==> src/rtl/pong_pkg.sv <==
// rtl/pong_pkg.sv - shared Pong constants: FSM state codes, winner codes, score width.
package pong_pkg;

  localparam int SCORE_W = 4;

  localparam logic [2:0] ST_IDLE       = 3'd0;
  localparam logic [2:0] ST_SERVE_WAIT = 3'd1;
  localparam logic [2:0] ST_PLAY       = 3'd2;
  localparam logic [2:0] ST_OVER       = 3'd3;

  localparam logic [1:0] WIN_NONE = 2'd0;
  localparam logic [1:0] WIN_P1   = 2'd1;
  localparam logic [1:0] WIN_P2   = 2'd2;
  localparam logic [1:0] WIN_DRAW = 2'd3;

  typedef logic [SCORE_W-1:0] score_t;

  // Verdict when the match ends on the clock rather than on reaching the winning score.
  function automatic logic [1:0] compare_scores(input score_t a, input score_t b);
    if (a > b) begin
      return WIN_P1;
    end else if (b > a) begin
      return WIN_P2;
    end
    return WIN_DRAW;
  endfunction

endpackage

==> src/rtl/rise_detect.sv <==
// rtl/rise_detect.sv - rising-edge detector; the flop resets to 1 so a level held across reset is not a rise.
module rise_detect (
  input  logic clk,
  input  logic rst,
  input  logic i_level,
  output logic o_rise
);

  logic r_level_q;

  always_ff @(posedge clk) begin
    if (rst) begin
      r_level_q <= 1'b1;
    end else begin
      r_level_q <= i_level;
    end
  end

  assign o_rise = i_level & ~r_level_q;

endmodule

==> src/rtl/match_referee.sv <==
// rtl/match_referee.sv - Pong match referee: scoring, serve delay sequencing, winner decision, OVER blink.
module match_referee
  import pong_pkg::*;
#(
  parameter int SERVE_DELAY = 100_000_000,
  parameter int WIN_SCORE   = 7,
  parameter int BLINK_HALF  = 12_500_000
) (
  input  logic               clk,
  input  logic               rst,
  input  logic               start,
  input  logic               miss1,
  input  logic               miss2,
  input  logic               time_up,
  output logic               stop,
  output logic               serve,
  output logic [SCORE_W-1:0] score1,
  output logic [SCORE_W-1:0] score2,
  output logic [1:0]         winner,
  output logic               blink,
  output logic [2:0]         state
);

  localparam int DLY_W = (SERVE_DELAY > 1) ? $clog2(SERVE_DELAY) : 1;
  localparam int BLK_W = (BLINK_HALF > 1) ? $clog2(BLINK_HALF) : 1;
  localparam logic [DLY_W-1:0] DLY_LOAD = DLY_W'(SERVE_DELAY - 1);
  localparam logic [BLK_W-1:0] BLK_LAST = BLK_W'(BLINK_HALF - 1);
  localparam score_t WIN_S = score_t'(WIN_SCORE);

  logic [2:0]       r_state;
  logic             r_serve;
  score_t           r_score1;
  score_t           r_score2;
  logic [1:0]       r_winner;
  logic             r_blink;
  logic [DLY_W-1:0] r_delay;
  logic [BLK_W-1:0] r_blink_cnt;

  logic   w_start_rise;
  logic   w_rise1;
  logic   w_rise2;
  logic   w_any_rise;
  score_t w_score1_nx;
  score_t w_score2_nx;
  logic   w_play_to_over;
  logic [1:0] w_play_winner;

  rise_detect u_rise_start (
    .clk     (clk),
    .rst     (rst),
    .i_level (start),
    .o_rise  (w_start_rise)
  );

  rise_detect u_rise_miss1 (
    .clk     (clk),
    .rst     (rst),
    .i_level (miss1),
    .o_rise  (w_rise1)
  );

  rise_detect u_rise_miss2 (
    .clk     (clk),
    .rst     (rst),
    .i_level (miss2),
    .o_rise  (w_rise2)
  );

  assign w_any_rise = w_rise1 | w_rise2;

  // A simultaneous miss by both players is a replayed point: neither score moves.
  always_comb begin
    w_score1_nx = r_score1;
    w_score2_nx = r_score2;
    if (w_rise2 && !w_rise1) begin
      w_score1_nx = r_score1 + score_t'(1);
    end
    if (w_rise1 && !w_rise2) begin
      w_score2_nx = r_score2 + score_t'(1);
    end
  end

  always_comb begin
    w_play_to_over = 1'b0;
    w_play_winner  = WIN_NONE;
    if (w_any_rise && (w_score1_nx == WIN_S)) begin
      w_play_to_over = 1'b1;
      w_play_winner  = WIN_P1;
    end else if (w_any_rise && (w_score2_nx == WIN_S)) begin
      w_play_to_over = 1'b1;
      w_play_winner  = WIN_P2;
    end else if (time_up) begin
      w_play_to_over = 1'b1;
      w_play_winner  = compare_scores(w_score1_nx, w_score2_nx);
    end
  end

  always_ff @(posedge clk) begin
    if (rst) begin
      r_state     <= ST_IDLE;
      r_serve     <= 1'b0;
      r_score1    <= '0;
      r_score2    <= '0;
      r_winner    <= WIN_NONE;
      r_blink     <= 1'b0;
      r_delay     <= '0;
      r_blink_cnt <= '0;
    end else begin
      r_serve <= 1'b0;
      case (r_state)
        ST_IDLE: begin
          r_score1 <= '0;
          r_score2 <= '0;
          r_winner <= WIN_NONE;
          r_blink  <= 1'b0;
          if (w_start_rise) begin
            r_state <= ST_SERVE_WAIT;
            r_delay <= DLY_LOAD;
          end
        end

        ST_SERVE_WAIT: begin
          if (time_up) begin
            r_state     <= ST_OVER;
            r_winner    <= compare_scores(r_score1, r_score2);
            r_blink     <= 1'b0;
            r_blink_cnt <= '0;
          end else if (r_delay == '0) begin
            r_state <= ST_PLAY;
            r_serve <= 1'b1;
          end else begin
            r_delay <= r_delay - 1'b1;
          end
        end

        ST_PLAY: begin
          r_score1 <= w_score1_nx;
          r_score2 <= w_score2_nx;
          if (w_play_to_over) begin
            r_state     <= ST_OVER;
            r_winner    <= w_play_winner;
            r_blink     <= 1'b0;
            r_blink_cnt <= '0;
          end else if (w_any_rise) begin
            r_state <= ST_SERVE_WAIT;
            r_delay <= DLY_LOAD;
          end
        end

        ST_OVER: begin
          if (w_start_rise) begin
            r_state     <= ST_IDLE;
            r_score1    <= '0;
            r_score2    <= '0;
            r_winner    <= WIN_NONE;
            r_blink     <= 1'b0;
            r_blink_cnt <= '0;
          end else if (r_blink_cnt == BLK_LAST) begin
            r_blink_cnt <= '0;
            r_blink     <= ~r_blink;
          end else begin
            r_blink_cnt <= r_blink_cnt + 1'b1;
          end
        end

        default: begin
          r_state  <= ST_IDLE;
          r_score1 <= '0;
          r_score2 <= '0;
          r_winner <= WIN_NONE;
          r_blink  <= 1'b0;
        end
      endcase
    end
  end

  assign stop   = (r_state != ST_PLAY);
  assign serve  = r_serve;
  assign score1 = r_score1;
  assign score2 = r_score2;
  assign winner = r_winner;
  assign blink  = r_blink;
  assign state  = r_state;

endmodule

==> config.mk <==
export PLATFORM = sky130hd
export DESIGN_NAME = match_referee
export DESIGN_NICKNAME = d
export VERILOG_FILES = /design/src/rtl/pong_pkg.sv /design/src/rtl/rise_detect.sv /design/src/rtl/match_referee.sv
export SDC_FILE = /design/constraint.sdc
export NUM_CORES = 1
export LEC_CHECK = 0
export ABC_CLOCK_PERIOD_IN_PS = 8000
export BUFFER_PORTS_ARGS = -buffer_cell sky130_fd_sc_hd__buf_2
export CAP_MARGIN = 20
export CORE_UTILIZATION = 50
export DETAILED_ROUTE_END_ITERATION = 10
export GPL_TIMING_DRIVEN = 0
export HOLD_SLACK_MARGIN = 0.02
export PLACE_DENSITY = 0.77
export SLEW_MARGIN = 20
export SYNTH_ARGS = -nofsm -noshare
export SYNTH_HDL_FRONTEND = slang
export SYNTH_SLANG_ARGS = --single-unit
export TNS_END_PERCENT = 100
==> constraint.sdc <==
create_clock -name clk -period 8 [get_ports clk]
set_clock_uncertainty 0.05 [all_clocks]
set_input_delay 2.4 -clock clk [delete_from_list [all_inputs] [get_ports clk]]
set_output_delay 2.4 -clock clk [all_outputs]
set_load 0.01 [all_outputs]
==> impl_metrics.env <==
export IMPL_status="completed"
export IMPL_clk_pin_slew_worst_paths_ns=0.07
export IMPL_avgViaCountPerCell=5.92
export IMPL_grt_pass1_wl_um=16000
export IMPL_place_ws_ns=3.01
export IMPL_postCtsHoldBufs=0
export IMPL_dp_hpwl_um=6640
export IMPL_worst_setup_path_start_kind="input port"
export IMPL_clockPowerShare_pct=19.3
export IMPL_cts_setup_buffers=0
export IMPL_syn2layout_area_growth_pct=9.86
export IMPL_fin_cells=617
export IMPL_wl_per_cell_um=15.0
export IMPL_ios=22
export IMPL_ys_ff_latch=68
export IMPL_cts_buffer_depth=2
export IMPL_die_y_um=92.0
export IMPL_holdWs_ns=0.421
export IMPL_max_freq_mhz=215
export IMPL_grt_antenna_before_repair=0
export IMPL_layout_commonest_cell="dfxtp_1"
export IMPL_initial_core_util_pct=52.1
export IMPL_synth_cell_types=64
export IMPL_dp_cells=603
export IMPL_powerDensity_nw_per_um2=309
export IMPL_cts_htree_levels=3
export IMPL_drc=0
export IMPL_fin_util_pct=57.2
export IMPL_vias=3652
export IMPL_crit_required_ns=8.23
export IMPL_layout_nets=532
export IMPL_period_minus_slack_ns=4.65
export IMPL_arrival_ns=4.88
export IMPL_seq_area_frac_synth_pct=33.6
export IMPL_io_buffers=20
export IMPL_cts_sinks=68
export IMPL_tns_ns=0
export IMPL_antenna_cells=0
export IMPL_synth_ff_type="dfxtp_1"
export IMPL_drive_gt1_share_pct=15.0
export IMPL_routabilityCongestion=0.895
export IMPL_leakagePower_uw=0.00164
export IMPL_drtPass1Iterations=4
export IMPL_grt_pass1_vias=3399
export IMPL_synth_edf_count=0
export IMPL_syn_num_nets=501
export IMPL_fin_crit_sh_pct=58.2
export IMPL_hold_path_class="flop to flop"
export IMPL_setup_slack_ns=3.35
export IMPL_path_max_fanout=10
export IMPL_cts_tree="done"
export IMPL_ctsResizeCount=0
export IMPL_wl_um=9250
export IMPL_yosysWarnings=0
export IMPL_p_comb_share_pct=48.1
export IMPL_grt_setup_unrepaired="no"
export IMPL_drtIter0Drc=180
export IMPL_critical_path_class="input port to flop"
export IMPL_worstMarginPinSlew_ns=0.705
export IMPL_finalSetupViolations=0
export IMPL_ir_drop_mv=0.151
export IMPL_end_kind="flop"
export IMPL_clk_insertion_delay_late_ns=0.35
export IMPL_grt_max_degree=11
export IMPL_most_common_layout_cells="68 x dfxtp_1, 55 x nor2_1, 32 x xnor2_1"
export IMPL_die_x_um=92.0
export IMPL_dieArea_um2=8460
export IMPL_p_seq_share_pct=32.5
export IMPL_p_int_uw=794
export IMPL_cap_violations=0
export IMPL_p_sw_uw=581
export IMPL_syn_area_um2=4050
export IMPL_syn_inst=481
export IMPL_avgSynthCellArea_um2=8.41
export IMPL_cts_root_buf="clkbuf_8"
export IMPL_grt_use_total_pct=23.4
export IMPL_core_um2=7770
export IMPL_cts_buffers=9
export IMPL_drv_slew=0
export IMPL_p_sw_share_pct=42.3
export IMPL_std_cell_rows=32
export IMPL_maxSlewHeadroom_pct=53.0
export IMPL_hold_viol=0
export IMPL_grt_overflow=0
export IMPL_synthArstFlopShare_pct=0
export IMPL_ant_nets=0
[flip-flops by register name, indices dropped and copies added (netlist names)]
signal                  cells
r_blink_cnt                24
r_delay                    27
u_rise_miss2.r_level_q      1
score1                      4
u_rise_start.r_level_q      1
winner                      2
blink                       1
u_rise_miss1.r_level_q      1
score2                      4
serve                       1
state                       2
[layout make-up]
class / count / area, µm²
multi-input cells: 365 / 2440
clock buffers: 11 / 131
fillers: 718 / 3320
plain buffers: 24 / 150
repair buffers: 20 / 100
clock inverters: 3 / 40.0
inverters: 24 / 90.1
well taps: 102 / 128
flip-flops and latches: 68 / 1360
[worst paths after layout]
path	start	to	slack, ns	depth (start not counted)
setup / recovery	miss2	winner[0]	3.35	11
hold / removal	r_delay[26]	r_delay[26]	0.42	2
setup reg to reg	score2[1]	r_blink_cnt[19]	5.08	9
hold reg to reg	r_delay[26]	r_delay[26]	0.42	2
[per-layer routing]
metal / wire length (µm) / vias up / share of wire (%) / global-route usage [%]
met1: 4270 / 1717 / 46 / 31.1
li1: - / 1815 / - / -
met2: 4350 / 104 / 47 / 38.2
met4: 144 / 0 / 1.6 / 8.59
met5: 0 / - / 0 / 0
met3: 482 / 16 / 5.2 / 3.73
[through the flow]
| step | total power, µW | cell area, µm² |
|---|---|---|
| 2_1_floorplan | 965 | 4050 |
| 3_3_place_gp | 1090 | 4270 |
| 3_5_place_dp | 1110 | 4270 |
| 4_1_cts | 1370 | 4450 |
| 5_1_grt | 1480 | 4450 |
| 6_report | 1380 | 4450 |
[cells by family (layout without fill, tap and decap cells)]
group	count (synthesis)	count (layout)	share of synthesized area (%)
fa+ha+maj	14	14	4.33
mux	4	4	0.990
compound gates	96	96	16.9
simple gates	214	214	30.3
flops	68	68	33.6
buf+inv	48	82	5.94
other cells	1	1	0.0927
xor+xnor	36	36	7.79
[Yosys cell counts (all sizes together), types with 12 or more instances]
library cell / instances / area [µm²]
a21oi: 27 / 135
nor3: 23 / 125
o21ai: 16 / 80.1
a311oi: 12 / 105
buf: 14 / 113
nor2: 56 / 218
nand2: 30 / 113
dfxtp: 68 / 1360
nand3: 22 / 110
ha: 14 / 175
nor4: 21 / 221
inv: 23 / 86.3
xnor2: 32 / 280
[worst max-delay path, stage by stage]
cell	delay, ns
buf_2	0.11
nor2b_1	0.14
buf_2	0.18
nor2_1	0.36
nand4_1	0.17
xnor2_1	0.18
ha_1	0.33
nand2_1	0.07
or4b_1	0.52
a211o_1	0.30
a31oi_1	0.11
[power groups by stage]
| stage | Clock (µW) | Combinational (µW) | Sequential [µW] |
|---|---|---|---|
| floorplan | 0 | 521 | 444 |
| global placement | 0 | 637 | 451 |
| detailed placement | 0 | 653 | 454 |
| CTS | 270 | 658 | 447 |
| global route | 287 | 739 | 457 |
| finish | 266 | 662 | 448 |
(Power assumes the default switching activity.)
